## src/rtl/vigna_pkg.sv

```systemverilog
// Shared definitions for the vigna core-to-memory bus arbiter:
// FSM state encoding, port identifiers, default timeout and the
// wait-counter sizing rule.
package vigna_pkg;

    // Arbiter FSM states.
    typedef enum logic [1:0] {
        ST_IDLE = 2'd0,
        ST_BUSY = 2'd1,
        ST_RESP = 2'd2
    } state_t;

    // Identifies which core port owns (or last owned) the memory port.
    typedef enum logic {
        PORT_INSTR = 1'b0,
        PORT_DATA  = 1'b1
    } port_t;

    // Memory-wait cycles before an access is aborted; 0 disables the abort.
    localparam int DEFAULT_TIMEOUT = 255;

    // The wait counter is never narrower than this.
    localparam int MIN_CNT_W = 8;

    // Wait counter width: wide enough to hold TIMEOUT, and at least 8 bits.
    function automatic int wait_cnt_width(input int timeout);
        int bits;
        bits = (timeout > 0) ? $clog2(timeout + 1) : 1;
        return (bits > MIN_CNT_W) ? bits : MIN_CNT_W;
    endfunction

endpackage

```

## src/rtl/vigna_bus_arb.sv

```systemverilog
// Two-to-one bus arbiter joining the vigna core's instruction and data
// ports onto a single memory port.
//
// Handshake: a core port holds x_valid with stable addr/wdata/wstrb until
// it sees x_ready high for one cycle; x_rdata is valid from that cycle on.
// The memory port holds m_valid with stable addr/wdata/wstrb until a cycle
// in which m_ready is high; m_rdata is taken in that same cycle.
//
// One access is in flight at a time. A lone requester is granted directly;
// a tie goes to the port that was not served last. An access that waits
// TIMEOUT cycles without m_ready is aborted: the requester gets its ready
// pulse with rdata of zero, and bus_err pulses alongside it.
module vigna_bus_arb
    import vigna_pkg::*;
#(
    parameter int TIMEOUT = DEFAULT_TIMEOUT
) (
    input  logic        clk,
    input  logic        resetn,

    // Core instruction port
    input  logic        i_valid,
    output logic        i_ready,
    input  logic [31:0] i_addr,
    output logic [31:0] i_rdata,
    input  logic [31:0] i_wdata,
    input  logic [3:0]  i_wstrb,

    // Core data port; wstrb of zero is a read
    input  logic        d_valid,
    output logic        d_ready,
    input  logic [31:0] d_addr,
    output logic [31:0] d_rdata,
    input  logic [31:0] d_wdata,
    input  logic [3:0]  d_wstrb,

    // Memory port
    output logic        m_valid,
    input  logic        m_ready,
    output logic [31:0] m_addr,
    input  logic [31:0] m_rdata,
    output logic [31:0] m_wdata,
    output logic [3:0]  m_wstrb,

    // One-cycle pulse accompanying the ready of an aborted access
    output logic        bus_err,

    // Current FSM state, for observation only
    output state_t      fsm_state
);

    localparam int               CNT_W       = wait_cnt_width(TIMEOUT);
    localparam logic [CNT_W-1:0] TIMEOUT_VAL = CNT_W'(TIMEOUT);
    localparam bit               TIMEOUT_ON  = (TIMEOUT != 0);

    port_t            grant;       // port owning the access in flight
    port_t            last_port;   // port that completed most recently
    logic [CNT_W-1:0] wait_cnt;    // BUSY cycles spent without m_ready

    port_t            pick;
    logic [CNT_W-1:0] wait_inc;
    logic             timeout_hit;

    // Instruction stores are not supported, so i_wstrb is deliberately dropped.
    logic             unused_i_wstrb;
    assign unused_i_wstrb = ^i_wstrb;

    // Arbitration choice: a lone requester wins; a tie goes to the port not served last.
    always_comb begin
        pick = PORT_INSTR;
        if (d_valid && (!i_valid || (last_port == PORT_INSTR))) begin
            pick = PORT_DATA;
        end
    end

    // The abort fires on the cycle whose increment would bring the counter to TIMEOUT.
    assign wait_inc    = wait_cnt + CNT_W'(1);
    assign timeout_hit = TIMEOUT_ON && (wait_inc == TIMEOUT_VAL);

    // Arbiter FSM: grant in IDLE, wait for memory in BUSY, pulse ready in RESP.
    always_ff @(posedge clk) begin
        if (!resetn) begin
            fsm_state <= ST_IDLE;
            grant     <= PORT_INSTR;
            last_port <= PORT_DATA;
            wait_cnt  <= '0;
            m_valid   <= 1'b0;
            m_addr    <= 32'h0;
            m_wdata   <= 32'h0;
            m_wstrb   <= 4'h0;
            i_ready   <= 1'b0;
            d_ready   <= 1'b0;
            i_rdata   <= 32'h0;
            d_rdata   <= 32'h0;
            bus_err   <= 1'b0;
        end else begin
            // Ready and error are single-cycle pulses unless re-armed below.
            i_ready <= 1'b0;
            d_ready <= 1'b0;
            bus_err <= 1'b0;

            case (fsm_state)
                ST_IDLE: begin
                    if (i_valid || d_valid) begin
                        grant    <= pick;
                        wait_cnt <= '0;
                        m_valid  <= 1'b1;
                        if (pick == PORT_DATA) begin
                            m_addr  <= d_addr;
                            m_wdata <= d_wdata;
                            m_wstrb <= d_wstrb;
                        end else begin
                            m_addr  <= i_addr;
                            m_wdata <= i_wdata;
                            m_wstrb <= 4'h0;
                        end
                        fsm_state <= ST_BUSY;
                    end
                end

                ST_BUSY: begin
                    if (m_ready) begin
                        // A memory response always beats a timeout landing in the same cycle.
                        m_valid <= 1'b0;
                        if (grant == PORT_DATA) begin
                            d_rdata <= m_rdata;
                            d_ready <= 1'b1;
                        end else begin
                            i_rdata <= m_rdata;
                            i_ready <= 1'b1;
                        end
                        fsm_state <= ST_RESP;
                    end else begin
                        wait_cnt <= wait_inc;
                        if (timeout_hit) begin
                            m_valid <= 1'b0;
                            bus_err <= 1'b1;
                            if (grant == PORT_DATA) begin
                                d_rdata <= 32'h0;
                                d_ready <= 1'b1;
                            end else begin
                                i_rdata <= 32'h0;
                                i_ready <= 1'b1;
                            end
                            fsm_state <= ST_RESP;
                        end
                    end
                end

                ST_RESP: begin
                    // Requests seen here wait for IDLE, so a requester that
                    // drops valid after its ready pulse is not served twice.
                    last_port <= grant;
                    fsm_state <= ST_IDLE;
                end

                default: begin
                    fsm_state <= ST_IDLE;
                end
            endcase
        end
    end

endmodule

```

## config.mk

```make
export PLATFORM = sky130hd
export DESIGN_NAME = vigna_bus_arb
export DESIGN_NICKNAME = d
export VERILOG_FILES = /design/src/rtl/vigna_pkg.sv /design/src/rtl/vigna_bus_arb.sv
export SDC_FILE = /design/constraint.sdc
export NUM_CORES = 1
export LEC_CHECK = 0
export ABC_AREA = 1
export BUFFER_PORTS_ARGS = -buffer_cell sky130_fd_sc_hd__buf_2
export CORE_MARGIN = 2
export CORE_UTILIZATION = 35
export CTS_BUF_LIST = sky130_fd_sc_hd__clkbuf_4 sky130_fd_sc_hd__clkbuf_8 sky130_fd_sc_hd__clkbuf_16
export CTS_CLUSTER_SIZE = 8
export DETAILED_ROUTE_END_ITERATION = 6
export PLACE_DENSITY = 0.7
export SLEW_MARGIN = 20
export SYNTH_ARGS = -nofsm -noshare
export SYNTH_HDL_FRONTEND = slang
export SYNTH_SLANG_ARGS = --single-unit
export TNS_END_PERCENT = 1
```

## constraint.sdc

```tcl
create_clock -name clk -period 1.9 [get_ports clk]
set_clock_uncertainty 0.1 [all_clocks]
set_input_delay 0.57 -clock clk [delete_from_list [all_inputs] [get_ports clk]]
set_output_delay 0.57 -clock clk [all_outputs]
set_load 0.1 [all_outputs]
```

==> results of run 1 <==
[state kept, by name, indices dropped and copies added, names as in the netlist]
| signal | count |
|---|---|
| i_rdata | 32 |
| last_port | 1 |
| bus_err | 1 |
| wait_cnt | 8 |
| i_ready | 1 |
| m_wdata | 32 |
| m_valid | 1 |
| d_ready | 1 |
| d_rdata | 32 |
| m_wstrb | 4 |
| fsm_state | 2 |
| grant | 1 |
| m_addr | 32 |
[how the worst max path moves through the flow]
stage,end,cells past startpoint
floorplan,fsm_state[0]$_SDFFE_PN0P_,7
global placement,fsm_state[0]$_SDFFE_PN0P_,7
detailed placement,d_rdata[6]$_SDFFE_PN0P_,14
CTS,d_rdata[6]$_SDFFE_PN0P_,14
global route,d_rdata[26]$_SDFFE_PN0P_,12
finish,d_rdata[10]$_SDFFE_PN0P_,12
[cell type report]
type | instances | area (sq um) | share of cell area, %
multi-input cells | 641 | 2952 | 31.89
clock inverters | 12 | 143.9 | 1.554
diodes | 1 | 2.502 | 0.02703
inverters | 65 | 245.2 | 2.649
clock buffers | 20 | 460.4 | 4.974
flip-flops and latches | 148 | 2974 | 32.13
well taps | 229 | 286.5 | 3.095
repair buffers | 352 | 2192 | 23.68
[per-layer routing]
layer / up-vias / global-route usage, % / part of all wire [%]
met5: - / 0 / 0
met4: 0 / 9.237 / 2.6
met3: 27 / 4.731 / 6.1
met2: 262 / 34.37 / 49
met1: 3117 / 26.12 / 43
li1: 3589 / - / -
[cell usage after synthesis, types with 2 or more instances]
library cell / instances / area share [%]
a21oi_1: 54 / 4.3
inv_1: 64 / 3.8
clkbuf_1: 47 / 2.8
a31oi_1: 64 / 6.3
buf_6: 4 / 0.71
buf_2: 8 / 0.63
ha_1: 2 / 0.39
nor3_1: 3 / 0.24
nor2_1: 105 / 6.2
nand2_4: 2 / 0.36
dfxtp_1: 148 / 47
nand2_1: 290 / 17
buf_1: 6 / 0.36
nand4_1: 2 / 0.20
o21ai_0: 67 / 5.3
nand3_1: 43 / 3.4
[cell families after synthesis]
kind of cell / after synthesis / share of synthesized area, %
AO/OA/AOI/OAI: 189 / 16.37
adder cells (fa/ha/maj): 2 / 0.3948
buffers and inverters: 131 / 8.450
flip-flops: 148 / 46.75
AND/OR/NAND/NOR: 449 / 28.04
[report_power, final]
group	leakage (uW)	switching [uW]	internal, uW	total [uW]
combinational	0.00320	2370	629	3000
clock	0.000288	1420	2040	3470
sequential	0.00122	115	3340	3450
[worst max-delay path, delay by kind of cell, from the launching register on]
kind	cells	cell delay [ps]
buffers and inverters	1	170
and+or+nand+nor	10	1110
DFF	1	340
adders and majority gates	1	180
[repair_timing]
item / CTS / global route
hold buffers: 0 / 0
setup endpoints to repair: 77 / 98
resized for setup: 15 / 51
pin swaps: 4 / 12
setup buffers: 3 / 1
gates cloned: 1 / 3
[per-stage QoR]
step	setup TNS [ps]	utilization (%)	setup slack (ps)	total power [uW]	hold slack, ps
after floorplan	-49.27	-	-49.27	5765	342.9
after global placement	-1662	46.76	-69.62	6439	347.6
after detailed placement	-3063	46.76	-90.21	6455	350.8
after CTS	-1208	50.50	-59.60	9935	271.2
after global routing	-12420	51.88	-225.0	10280	290.9
final	-2720	51.88	-109.2	9918	287.2
==> run_results.csv, run 1 <==
group,metric,value,unit
outcome,status,"finished with violations",
outcome,failed_checks,"negative setup slack",
sta,hold_violations,0,
sta,finalSetupViolCount,63,
place,place_inst,1427,
place,dp_hpwl,14840,um
worst_setup_path,reg2reg_depth,12,
route,via_count,6995,
synthesis,synth_ff_type,"dfxtp_1",
route,wl_per_cell,14.26,um
route,drt_pass1_iterations,5,
layout,area_growth,46.06,%
layout,fin_area,9256,sq um
place,port-buffer-count,306,
power_and_ir_drop,cellLeakagePower,0.004702,uW
worst_setup_path,crit_path_start,"wait_cnt[0]$_SDFFE_PN0P_",
sta,slew_viol_final,0,
cts,cts_tree,"yes",
job,drv_cap,0,
cts,clkLatencyLatePin,420,ps
worst_setup_path,critPathLaunchType,"flip-flop",
grt,grt_pass1_vias,6255,
worst_setup_path,crit_type,"flip-flop to flip-flop",
worst_setup_path,critPathMaxStageDelay,340,ps
route,ant_nets,0,
floorplan,rows,49,
worst_setup_path,worstReg2RegEnd,"d_rdata[10]$_SDFFE_PN0P_",
cts,cts_root_buf,"clkbuf_16",
synthesis,syn_area,6337,sq um
cts,clk_path_buf_depth,2,
sta,fin_crit_sh,105.7,%
place,postPlaceCellArea,8342,sq um
min_path,min_to,"m_wstrb[1]$_SDFFE_PN0P_",
layout,nNetsFinal,1400,
sta,setup_slack,-109.2,ps
synthesis,synth_seq_area_share,46.75,%
grt,grt_usage,20.82,%
worst_setup_path,critPathMaxFanout,6,
place,gp_congestion,0.8295,
worst_setup_path,required,2110,ps
power_and_ir_drop,power_per_cell_area,1071,nW/um^2
synthesis,synth_warnings,0,
layout,n_fill_cell,1736,
floorplan,pin_count,311,
worst_setup_path,cp_common_cell,"nor2_1",
floorplan,die_y,138.6,um
cts,clk_pin_slew_worst_paths,60,ps
synthesis,synth_nets,1094,
sta,rsz0062_at_grt,"true",
min_path,holdPathStages,3,
worst_setup_path,worstPathArrival,2220,ps
grt,antenna_found_initial,2,
grt,grt_max_degree,73,
floorplan,fp.dieW,138.6,um
min_path,hp-class,"input pin to flip-flop",
route,vias_per_cell,4.765,
synthesis,syn_avg_cell_area,6.896,sq um
worst_setup_path,regToRegStartpoint,"wait_cnt[0]$_SDFFE_PN0P_",
synthesis,synth_seq_cells,148,
layout,final_common_cell,"nand2_1",
layout,final_cell_mix,"nand2_1, buf_2, dfxtp_1",
worst_setup_path,crit_path_end_kind,"flip-flop",
cts,cts_buffers,17,
sta,maxSlewHeadroom,61.07,%
worst_setup_path,crit_chain,"ha_4 > nand2_1 > nand2_1 > nor2_1 > nand3_1 > nor2_1 > nand2_2 > nand2_8 > nand2_8 > clkbuf_16 > nor2_1 > nor2_1",
synthesis,postSynthCellCount,919,
sta,max_slew.worst_pin.slew,581.8,ps
floorplan,fp.dieArea,19200,sq um
cts,htree_levels,4,
cts,clock-sinks,148,
min_path,hold_start,"d_wstrb[1]",
layout,drive_above_1_share,33.68,%
synthesis,async_flop_share,0,%
sta,timing.final.crit_period,2009,ps
synthesis,synth_cell_types,26,
floorplan,coreArea,17840,sq um
route,drt_iter0_drc,303,
grt,grt_pass1_wl,32350,um
route,drc,0,
grt,overflow,0,
floorplan,start_util,35.52,%
synthesis,synth-edff-count,0,
worst_setup_path,slowest_stage,"dfxtp_2",
layout,final_cells,1468,
route,wl,20940,um
sta,fmaxAchievable,0.4977,GHz
worst_setup_path,reg2reg_slack,-110,ps
power_and_ir_drop,irDropWorstVdd,0.0005781,V
Note: power is estimated with default switching activity, not from simulation.
==> inputs of run 2 (changes only) <==
Settings changed: CORE_UTILIZATION 35 to 42, PLACE_DENSITY 0.7 to 0.81.
==> run 2 against run 1 <==
The run still ends with negative setup slack left. Sequential cell count is the same. First-iteration DRC count is 40% higher. Design area increased by 2.7%. Non-clock buffer count is 3 lower. Register-to-register slack worse by 20 ps. Largest cell class is now multi-input gates. Highest routed layer is now met5.
==> run_results.csv, run 2 (synthesis gave the netlist of run 1 again) <==
group,metric,value,unit
cts,clkLatencyLatePin,420,ps
worst_setup_path,cp_top_family,"simple AND/OR/NAND/NOR gates",
sta,maxSlewHeadroom,65.25,%
sta,max_slew.worst_pin.slew,524.8,ps
place,gp_congestion,0.8523,
layout,n_fill_cell,1229,
outcome,failed_checks,"negative setup slack",
power_and_ir_drop,cellLeakagePower,0.004778,uW
layout,final_cell_mix,"nand2_1, buf_2, dfxtp_1",
grt,overflow,0,
layout,register_area,2982,sq um
power_and_ir_drop,seqPwrFrac,33.4,%
layout,area_growth,50.03,%
sta,fin_crit_sh,106.9,%
cts,htree_levels,4,
floorplan,rows,44,
cts,clk_path_buf_depth,2,
worst_setup_path,critPathMaxStageDelay,370,ps
power_and_ir_drop,power_per_cell_area,1086,nW/um^2
grt,grt_pass1_wl,31460,um
route,wl,21930,um
layout,nNetsFinal,1399,
worst_setup_path,required,2120,ps
worst_setup_path,slowest_stage,"dfxtp_4",
route,drc,0,
power_and_ir_drop,p_sw,3869,uW
grt,groute.layer.met1.usage,28.32,%
worst_setup_path,critPathMaxFanout,8,
layout,final_common_cell,"nand2_1",
place,port-buffer-count,306,
power_and_ir_drop,clock_power_share,36.9,%
sta,rsz0062_at_grt,"true",
layout,multiInputGateArea,3078,sq um
worst_setup_path,worstPathArrival,2250,ps
grt,grt_busiest_layer,"met2",
cts,cts_tree,"yes",
sta,hold_slack,298.8,ps
sta,timing.final.crit_period,2032,ps
floorplan,start_util,43.28,%
power_and_ir_drop,irDropWorstVdd,0.0005969,V
worst_setup_path,critPathLaunchType,"flip-flop",
power_and_ir_drop,p_comb_share,29.7,%
grt,antenna_found_initial,1,
route,drt_pass1_iterations,6,
power_and_ir_drop,swShare,37.46,%
grt,grt_pass1_vias,6411,
layout,antenna_cells,0,
worst_setup_path,crit_path_end_kind,"flip-flop",
cts,clk_pin_slew_worst_paths,60,ps
floorplan,die_y,126.8,um
worst_setup_path,crit_type,"flip-flop to flip-flop",
floorplan,pin_count,311,
cts,cts_root_buf,"clkbuf_16",
grt,grt_use_met2,39.85,%
floorplan,fp.dieArea,16090,sq um
cts,cts_hold_buf,0,
grt,grt_max_degree,131,
min_path,hp-class,"input pin to flip-flop",
sta,hold_violations,0,
route,drt_iter0_drc,423,
sta,finalSetupViolCount,66,
worst_setup_path,crit_buf_inv,3,
layout,fin_util,64.93,%
floorplan,coreArea,14640,sq um
sta,setup_slack,-131.9,ps
job,drv_cap,0,
outcome,status,"finished with violations",
grt,use_met3,7.803,%
route,via_count,7241,
power_and_ir_drop,internal-power,6460,uW
route,wl_per_cell,15.43,um
floorplan,fp.dieW,126.8,um
sta,slew_viol_final,0,
route,vias_per_cell,5.096,
sta,fmaxAchievable,0.4921,GHz
route,ant_nets,0,
layout,drive_above_1_share,35.57,%
cts,cts_buffers,17,
grt,grt_usage,24.44,%
place,dp_hpwl,14320,um
cts,clock-sinks,148,
worst_setup_path,crit_chain,"ha_4 > inv_2 > nand2_2 > nand2_1 > nor2_2 > nand3_2 > nor2_2 > nand2_2 > nand2_4 > clkbuf_16 > clkbuf_16 > nand3_2 > nand2_1 > nor2_1",
[run 2: cell types whose count changed in the layout (fill, tap and decap cells not counted), moves of 3 or more]
cell and delta:
buf_4 -16, nor2_1 -4, buf_6 +4, clkbuf_4 +8, nor2_2 +6, nand3_2 +6, buf_2 -6, nand2_4 +3
a21oi_2 +5, nand3_1 -8, clkbuf_8 +3, a21oi_1 -5, clkbuf_16 +3
[run 2: power by group through the flow]
stage               logic, uW  clock network, uW  registers (uW)
floorplan                 617                  0            5150
global placement         2900                  0            3500
detailed placement       2910                  0            3510
CTS                      2950               3840            3450
global route             3210               3980            3480
finish                   3070               3810            3450
[run 2: worst min-delay path: cells and delay by family]
kind                   cells  cell delay (ps)
AOI/OAI and AO/OA          1               50
and+or+nand+nor            1               50
buffers and inverters      1               90
[run 2: stage by stage]
stage               setup TNS (ps)  cell area [sq um]  total power (uW)  setup slack, ps  cells
floorplan                   -49.27               6345              5765           -49.27    919
global placement             -1059               8203              6401           -39.73   1373
detailed placement           -3502               8203              6421           -127.0   1373
CTS                         -469.8               9032             10230           -41.06   1412
global route                -10060               9508             10670           -201.1   1421
finish                       -4901               9508             10330           -131.9   1421
[run 2: timing repair]
action                                  in CTS  in global routing
endpoints found under the setup margin      70                106
pin swaps                                    6                 12
resized for setup                           18                 94
cloned                                       3                  7
setup buffers                                4                  2
[run 2: cell type report]
class | count | share of cell area [%]
multi-input cells | 643 | 32.37
flip-flops and latches | 148 | 31.36
repair buffers | 349 | 24.08
clock buffers | 23 | 5.461
inverters | 65 | 2.606
well taps | 184 | 2.421
clock inverters | 9 | 1.698
[run 2: metal layers]
metal  share of wire, %  routed length, um  vias up
li1                   -                  -     3591
met1                 39               8594     3247
met2                 48              10490      337
met3                7.9               1733       64
met4                5.0               1097        2
met5              0.059                 13        -
[run 2: path summary, 6_finish.rpt]
check / endpoint / depth (start not counted) / from / slack (ps)
hold reg to reg: m_wstrb[2]$_SDFFE_PN0P_ / 2 / m_wstrb[2]$_SDFFE_PN0P_ / 370
setup / recovery: i_rdata[17]$_SDFFE_PN0P_ / 14 / wait_cnt[0]$_SDFFE_PN0P_ / -130
hold / removal: m_wstrb[3]$_SDFFE_PN0P_ / 3 / d_wstrb[3] / 300
setup reg to reg: i_rdata[17]$_SDFFE_PN0P_ / 14 / wait_cnt[0]$_SDFFE_PN0P_ / -130
